==> src/rtl/booth_mul_arbiter.sv <==
// Round-robin front end sharing one pipelined 8x8 signed multiplier
// datapath among N_REQ requesters.
// - Up to one operand pair is issued into the datapath per cycle.
// - The owner's ID travels down a tag pipeline that matches the datapath
//   latency, so each product goes back to the requester that issued it.
// - Results come back as a one-cycle tagged pulse, with no backpressure.
module booth_mul_arbiter #(
    parameter int N_REQ = 4,
    parameter int LAT   = 3,
    parameter int IDW   = $clog2(N_REQ)
) (
    input  logic               clk,
    input  logic               reset,
    input  logic               en,
    input  logic [N_REQ-1:0]   req,
    input  logic [8*N_REQ-1:0] a_in,
    input  logic [8*N_REQ-1:0] b_in,
    output logic [N_REQ-1:0]   gnt,
    output logic               mul_ld,
    output logic [7:0]         mul_a,
    output logic [7:0]         mul_b,
    input  logic [15:0]        mul_p,
    output logic               res_valid,
    output logic [IDW-1:0]     res_id,
    output logic [15:0]        res_data,
    output logic               busy
);

    // round-robin pointer and current winner
    logic [IDW-1:0]          ptr_q, ptr_d;
    logic [IDW-1:0]          win_id;
    logic                    win_found;
    logic [IDW:0]            cand;
    logic                    xfer;

    // operands selected from the winner
    logic [7:0]              a_sel, b_sel;

    // issue register
    logic                    mul_ld_q, mul_ld_d;
    logic [7:0]              mul_a_q, mul_a_d;
    logic [7:0]              mul_b_q, mul_b_d;

    // tag pipeline: stage j is valid in cycle k+1+j for a transfer at edge k
    logic [LAT:0]            tag_vld_q, tag_vld_d;
    logic [LAT:0][IDW-1:0]   tag_id_q, tag_id_d;

    // result register
    logic                    res_valid_q, res_valid_d;
    logic [IDW-1:0]          res_id_q, res_id_d;
    logic [15:0]             res_data_q, res_data_d;

    // Pick the first active request at or after ptr (mod N_REQ).
    // The scan runs from the far end back toward ptr, so the last hit
    // is the nearest one.
    always_comb begin
        win_id    = '0;
        win_found = 1'b0;
        cand      = '0;
        for (int k = N_REQ - 1; k >= 0; k--) begin
            cand = {1'b0, ptr_q} + (IDW+1)'(k);
            if (cand >= (IDW+1)'(N_REQ)) begin
                cand = cand - (IDW+1)'(N_REQ);
            end
            if (req[cand[IDW-1:0]]) begin
                win_id    = cand[IDW-1:0];
                win_found = 1'b1;
            end
        end
    end

    // One-hot grant.
    // The grant is suppressed while reset is asserted, so no transfer can
    // land on the reset edge.
    always_comb begin
        gnt = '0;
        if (win_found && en && reset) begin
            gnt[win_id] = 1'b1;
        end
    end

    assign xfer = |gnt;

    // Route the winner's operand pair toward the issue register
    always_comb begin
        a_sel = '0;
        b_sel = '0;
        for (int i = 0; i < N_REQ; i++) begin
            if (win_id == IDW'(i)) begin
                a_sel = a_in[8*i +: 8];
                b_sel = b_in[8*i +: 8];
            end
        end
    end

    // Next-state logic: pointer advance, issue capture, tag shift, result capture
    always_comb begin
        ptr_d = ptr_q;
        if (xfer) begin
            ptr_d = (win_id == IDW'(N_REQ - 1)) ? '0 : win_id + 1'b1;
        end

        mul_ld_d = xfer;
        mul_a_d  = xfer ? a_sel : mul_a_q;
        mul_b_d  = xfer ? b_sel : mul_b_q;

        tag_vld_d   = {tag_vld_q[LAT-1:0], xfer};
        tag_id_d    = tag_id_q;
        tag_id_d[0] = win_id;
        for (int j = 1; j <= LAT; j++) begin
            tag_id_d[j] = tag_id_q[j-1];
        end

        // the last tag stage lines up with the datapath output
        res_valid_d = tag_vld_q[LAT];
        res_id_d    = tag_vld_q[LAT] ? tag_id_q[LAT] : res_id_q;
        res_data_d  = tag_vld_q[LAT] ? mul_p         : res_data_q;
    end

    // State registers.
    // A synchronous reset clears everything, which drops any in-flight tags.
    always_ff @(posedge clk) begin
        if (!reset) begin
            ptr_q       <= '0;
            mul_ld_q    <= 1'b0;
            mul_a_q     <= '0;
            mul_b_q     <= '0;
            tag_vld_q   <= '0;
            tag_id_q    <= '0;
            res_valid_q <= 1'b0;
            res_id_q    <= '0;
            res_data_q  <= '0;
        end else begin
            ptr_q       <= ptr_d;
            mul_ld_q    <= mul_ld_d;
            mul_a_q     <= mul_a_d;
            mul_b_q     <= mul_b_d;
            tag_vld_q   <= tag_vld_d;
            tag_id_q    <= tag_id_d;
            res_valid_q <= res_valid_d;
            res_id_q    <= res_id_d;
            res_data_q  <= res_data_d;
        end
    end

    assign mul_ld    = mul_ld_q;
    assign mul_a     = mul_a_q;
    assign mul_b     = mul_b_q;
    assign res_valid = res_valid_q;
    assign res_id    = res_id_q;
    assign res_data  = res_data_q;
    assign busy      = (|tag_vld_q) | res_valid_q;

endmodule

==> config.mk <==
export PLATFORM = sky130hd
export DESIGN_NAME = booth_mul_arbiter
export DESIGN_NICKNAME = d
export VERILOG_FILES = /design/src/rtl/booth_mul_arbiter.sv
export SDC_FILE = /design/constraint.sdc
export NUM_CORES = 1
export LEC_CHECK = 0
export CAP_MARGIN = 20
export CORE_MARGIN = 4
export CORE_UTILIZATION = 40
export DETAILED_ROUTE_END_ITERATION = 16
export HOLD_SLACK_MARGIN = 0.03
export PLACE_DENSITY = 0.82
export RECOVER_POWER = 25
export SLEW_MARGIN = 20
export SYNTH_ARGS = -nofsm -noshare
export SYNTH_HDL_FRONTEND = slang
export SYNTH_SLANG_ARGS = --single-unit
==> constraint.sdc <==
create_clock -name clk -period 5.43 [get_ports clk]
set_clock_uncertainty 0.15 [all_clocks]
set_input_delay 1.086 -clock clk [delete_from_list [all_inputs] [get_ports clk]]
set_output_delay 1.086 -clock clk [all_outputs]
set_load 0.1 [all_outputs]
==> impl_metrics.env, run 1 <==
export IMPL_grt_busiest_layer="met2"
export IMPL_required_ps=4190
export IMPL_cts_setup_buffers=0
export IMPL_cts_tree="done"
export IMPL_power_density_mw_per_mm2=309
export IMPL_antenna_found_initial=0
export IMPL_yosysTopAreaCell="dfxtp_1"
export IMPL_vias=2253
export IMPL_coreArea_mm2=0.00561
export IMPL_cts_hold_buf=0
export IMPL_r2r_cells=10
export IMPL_synth_top_area_share=0.417
export IMPL_multi_input_area_mm2=0.00110
export IMPL_hp_start="tag_id_d[7]"
export IMPL_synthArstFlopShare=0
export IMPL_syn_nets=344
export IMPL_clk_latency_ps=290
export IMPL_final_instance_count_excl_fill=447
export IMPL_drt_wl_total_mm=6.23
export IMPL_crit_arrival_ps=3350
export IMPL_period_share=0.845
export IMPL_grt_ovfl_total=0
export IMPL_viasPerCell=5.04
export IMPL_gp_congestion=0.750
export IMPL_syn_inst=253
export IMPL_grt_pass1_vias=2139
export IMPL_status="finished clean"
export IMPL_die_w_um=84.7
export IMPL_grt_pass1_wl_mm=10.1
export IMPL_row_count=27
export IMPL_slew_violations=0
export IMPL_setup_viol_count_final=0
export IMPL_die_y_um=84.7
export IMPL_avgSynthCellArea_um2=9.29
export IMPL_nets=465
export IMPL_max_stage_delay_ps=790
export IMPL_r2r_end="mul_b[7]"
export IMPL_fill_cells=502
export IMPL_yosysSeqAreaShare=0.417
export IMPL_use_met3=0.0716
export IMPL_ir_drop_v=0.000166
export IMPL_cts_sinks=49
export IMPL_final_layout_size_suffix_gt1_frac=0.0640
export IMPL_ys_types=30
export IMPL_ant_nets=0
export IMPL_netlist_area_mm2=0.00235
export IMPL_max_slew_worst_pin_slew_ps=1060
export IMPL_fin_crit_ps=4590
export IMPL_yosys_warnings=0
export IMPL_yosysMostFrequentCell="dfxtp_1"
export IMPL_preCtsSetupSlack_ps=846
export IMPL_worstHoldEndpoint="tag_id_q[7]"
export IMPL_die_area_mm2=0.00717
export IMPL_yosys_top_cells_count="dfxtp_1, nor2_1, inv_1, nand2_1, mux2i_1"
export IMPL_met2_usage=0.314
export IMPL_cp_max_fo=31
export IMPL_port_buffers=127
export IMPL_critPathSlowestCell="clkbuf_1"
export IMPL_wl_per_cell_um=13.9
export IMPL_hold_viol=0
export IMPL_clock_path_buffers=2
export IMPL_synth_ff_type="dfxtp_1"
export IMPL_synth_area_top_cells="dfxtp_1, mux2i_1, a211o_1"
export IMPL_ctsRootBufferMaster="clkbuf_8"
export IMPL_p_leak_uw=0.00143
export IMPL_io_pins=128
export IMPL_timing_final_ws_setup_ps=843
export IMPL_path_cells="dlygate4sd3_1, clkbuf_1, nand2_1, nor2_1, and2_2, buf_4"
export IMPL_cts_buffers=5
export IMPL_grtUsageMet1=0.181
export IMPL_fin_util=0.666
export IMPL_total_power_uw=1150
export IMPL_dp_hpwl_mm=4.83
export IMPL_grt_setup_unrepaired="no"
export IMPL_reg2reg_from="ptr_q[0]"
export IMPL_area_growth_pct=59.0
export IMPL_slew_headroom=0.290
export IMPL_cts_htree_levels=2
export IMPL_regArea_um2=981
export IMPL_start_util=0.419
export IMPL_antenna_cells=0
export IMPL_hp_class="reg -> reg"
export IMPL_synth_edff_count=0
export IMPL_drt_iter0_markers=58
export IMPL_critPathKind="in -> out"
export IMPL_ys_ff_latch=49
export IMPL_r2r_setup_slack_ps=2550
export IMPL_fin_tns_setup_ps=0
export IMPL_post_cts_resized=0
export IMPL_drtPass1Iterations=4
export IMPL_max_freq_mhz=218
export IMPL_route_detailed_drc=0
export IMPL_startpoint_type="input port"
export IMPL_place_inst=438
export IMPL_maxCapViolCount=0
export IMPL_worst_setup_path_end_kind="output port"
export IMPL_hold_depth=1
export IMPL_clk_pin_slew_worst_paths_ps=80
export IMPL_grt_max_degree=38
export IMPL_grt_use_total=0.170
## through the flow
step                hold slack, ps  area [µm²]
finish                         288        3740
detailed placement             272        3600
global placement               264        3600
floorplan                      262        2350
global route                   302        3740
CTS                            294        3730
## registers in the layout, indices dropped and copies added, names as in the netlist
| name | flops |
|---|---|
| tag_id_d | 6 |
| tag_id_q | 2 |
| res_id | 2 |
| res_valid | 1 |
| res_data | 16 |
| mul_b | 8 |
| mul_a | 8 |
| ptr_q | 2 |
| tag_vld_q | 4 |
## report_power, final
group	internal, µW	leakage (µW)	switching (µW)
Clock	183	0.0000681	112
Combinational	179	0.000964	284
Sequential	384	0.000399	12.5
## per-layer routing
metal / part of all wire / wire length [µm] / vias up
met1: 0.39 / 2410 / 1024
met2: 0.50 / 3090 / 96
met5: 0 / 0 / -
met3: 0.11 / 680 / 6
met4: 0.0074 / 46 / 0
li1: - / - / 1127
## cell type report
type | instances | area share
clock buffer | 5 | 0.0184
sequential | 49 | 0.262
inverter | 22 | 0.0221
tap | 72 | 0.0241
multi-input combinational | 162 | 0.294
clock inverter | 3 | 0.0174
timing repair buffer | 134 | 0.362
## worst max-delay path: cells and delay by family
family	cells	cell delay, ps
buffers and inverters	3	1590
AND/OR/NAND/NOR	3	660
## worst max-delay path by stage
stage                      start  endpoint  slack [ps]  depth (start not counted)
after detailed placement  req[3]  mul_b[1]         850                         10
after global routing       reset    gnt[0]         550                          6
final                      reset    gnt[0]         840                          6
after floorplan           req[3]    gnt[3]        1250                          7
after global placement    req[3]  mul_a[1]         990                         10
after CTS                 req[3]    gnt[3]         970                          7
## cells in the final DEF (no fill, tap or decap), types with 2 or more instances in the layout
master           instances
nor2_1                  22
clkdlybuf4s50_1        122
buf_4                    6
nor4_4                   2
inv_1                   21
buf_12                   3
mux2i_1                 18
ha_1                     4
dfxtp_1                 49
bufinv_16                2
a211o_1                 15
and2_1                   9
nand2_1                 20
o21ai_1                  4
a31oi_1                 15
clkbuf_8                 5
o21ai_0                 15
nand2b_1                 2
a21oi_1                  7
and2_0                   6
a221oi_1                15
## kinds of logic (layout without fill, tap and decap cells)
logic type / Yosys count / after routing / synth area share
AOI/OAI and AO/OA: 75 / 75 / 0.222
adders and majority gates: 4 / 4 / 0.0213
buffers and inverters: 42 / 164 / 0.115
DFF: 49 / 49 / 0.417
muxes: 18 / 18 / 0.0766
and+or+nand+nor: 65 / 65 / 0.147
Note: power is estimated with default switching activity, not from simulation.
==> run 2: changes to the inputs <==
- CORE_UTILIZATION: 40 -> 35
- PLACE_DENSITY: 0.82 -> 0.76
- clock period: 5.43 -> 4.2 ns (I/O delays scaled with it)
==> run 2 against run 1 <==
  * Design area down 1.0%
  * Sequential share of layout area grew 0.27 points
  * Via count shrank 2.0%
  * Clock power fell by 7.5%
  * Total power up 20%
  * Register-to-register slack worse by 1000 ps
  * Global-route usage down 1.8 points
  * Flip-flop and latch count unchanged
  * Hold slack hardly changed
  * Combinational power rose by 29%
  * Sequential power is 29% higher
  * Critical path type unchanged
  * Critical endpoint unchanged
==> impl_metrics.env, run 2 (synthesis gave the netlist of run 1 again) <==
export IMPL_most_common_layout_cells="clkdlybuf4s50_1, dfxtp_1, nor2_1"
export IMPL_worstHoldEndpoint="tag_id_d[7]"
export IMPL_maxCapViolCount=0
export IMPL_ant_nets=0
export IMPL_drtPass1Iterations=4
export IMPL_r2r_setup_slack_ps=1530
export IMPL_nets=465
export IMPL_hold_depth=1
export IMPL_r2r_cells=10
export IMPL_cts_setup_buffers=0
export IMPL_grt_ovfl_total=0
export IMPL_drt_wl_total_mm=6.32
export IMPL_grt_max_degree=34
export IMPL_cts_buffers=5
export IMPL_viasPerCell=4.88
export IMPL_startpoint_type="input port"
export IMPL_coreArea_mm2=0.00642
export IMPL_max_slew_worst_pin_slew_ps=1190
export IMPL_cp_max_fo=5
export IMPL_route_detailed_drc=0
export IMPL_post_cts_resized=0
export IMPL_antenna_cells=0
export IMPL_holdWs_ps=288
export IMPL_required_ps=3210
export IMPL_mostFrequentLayoutCell="clkdlybuf4s50_1"
export IMPL_clk_pin_slew_worst_paths_ps=90
export IMPL_start_util=0.366
export IMPL_cts_sinks=49
export IMPL_area_growth_pct=57.4
export IMPL_io_pins=128
export IMPL_hold_viol=0
export IMPL_gp_congestion=0.779
export IMPL_die_area_mm2=0.00809
export IMPL_p_leak_uw=0.00140
export IMPL_wl_per_cell_um=14.0
export IMPL_clock_path_buffers=2
export IMPL_critPathKind="in -> out"
export IMPL_period_share=0.937
export IMPL_crit_arrival_ps=2940
export IMPL_grt_pass1_wl_mm=10.3
export IMPL_reg2reg_from="ptr_q[1]"
export IMPL_port_buffers=127
export IMPL_status="finished clean"
export IMPL_drt_iter0_markers=57
export IMPL_vias=2208
export IMPL_die_y_um=90.0
export IMPL_ctsRootBufferMaster="clkbuf_8"
export IMPL_cts_htree_levels=2
export IMPL_clk_latency_ps=300
export IMPL_fin_tns_setup_ps=0
export IMPL_worst_setup_path_end_kind="output port"
export IMPL_ir_drop_v=0.000168
export IMPL_grt_use_total=0.153
export IMPL_row_count=29
export IMPL_die_w_um=90.0
export IMPL_setup_viol_count_final=0
export IMPL_final_layout_size_suffix_gt1_frac=0.0613
export IMPL_slew_headroom=0.207
export IMPL_grt_pass1_vias=2091
export IMPL_largest_reg_flops=16
export IMPL_fin_crit_ps=3930
export IMPL_dp_hpwl_mm=4.76
export IMPL_cts_hold_buf=0
export IMPL_slew_violations=0
export IMPL_grt_setup_unrepaired="no"
export IMPL_power_density_mw_per_mm2=374
export IMPL_antenna_found_initial=0
export IMPL_r2r_end="mul_a[4]"
export IMPL_hp_start="tag_id_d[5]"
export IMPL_max_freq_mhz=254
export IMPL_hp_class="reg -> reg"
export IMPL_cts_tree="done"
## run 2: cell types whose count changed in the layout (fill, tap and decap cells not counted)
cell,change
clkdlybuf4s50_1,-1
and2_0,-3
clkbuf_1,+2
clkinv_2,-1
buf_12,+1
bufinv_16,-2
and2_1,+3
clkinvlp_4,+2
buf_6,-1
## run 2: report_power, final
part | leakage (µW) | internal [µW] | switching, µW
clock | 0.0000374 | 118 | 155
combinational | 0.000967 | 230 | 369
sequential | 0.000399 | 496 | 15.4
## run 2: critical path: stages
cell,delay [ps]
clkdlybuf4s50_1,550
inv_1,90
a22o_1,240
a211oi_2,420
inv_1,120
ha_1,280
and2_2,220
buf_12,170
## run 2: worst max-delay path by stage
stage	end	depth (start not counted)	slack [ps]	start
finish	gnt[0]	8	270	req[3]
global route	gnt[0]	8	120	req[3]
CTS	gnt[0]	8	250	req[3]
detailed placement	gnt[0]	8	270	req[3]
global placement	gnt[0]	8	360	req[3]
floorplan	gnt[3]	7	510	req[3]
## run 2: area by class of cell
cell class / instances / area [µm²]
Fill cell: 579 / 2720
Timing Repair Buffer: 134 / 1350
Multi-Input combinational cell: 162 / 1100
Sequential cell: 49 / 981
Tap cell: 77 / 96.3
Inverter: 22 / 82.6
Clock buffer: 6 / 72.6
Clock inverter: 2 / 15.0
## run 2: per-layer routing
metal / GRT usage / part of all wire
met5: 0 / 0
met4: 0.0242 / 0.0066
met3: 0.0618 / 0.099
met2: 0.261 / 0.46
met1: 0.184 / 0.43
## run 2: stage by stage
| stage | cell area (µm²) | instances | power (µW) | utilization | setup WS (ps) |
|---|---|---|---|---|---|
| 6_report | 3700 | 452 | 1380 | 0.576 | 267 |
| 5_1_grt | 3700 | 452 | 1450 | 0.576 | 123 |
| 4_1_cts | 3710 | 452 | 1400 | 0.577 | 249 |
| 3_5_place_dp | 3620 | 444 | 1120 | 0.564 | 269 |
| 3_3_place_gp | 3620 | 444 | 1120 | 0.564 | 361 |
| 2_1_floorplan | 2350 | 253 | 969 | - | 509 |
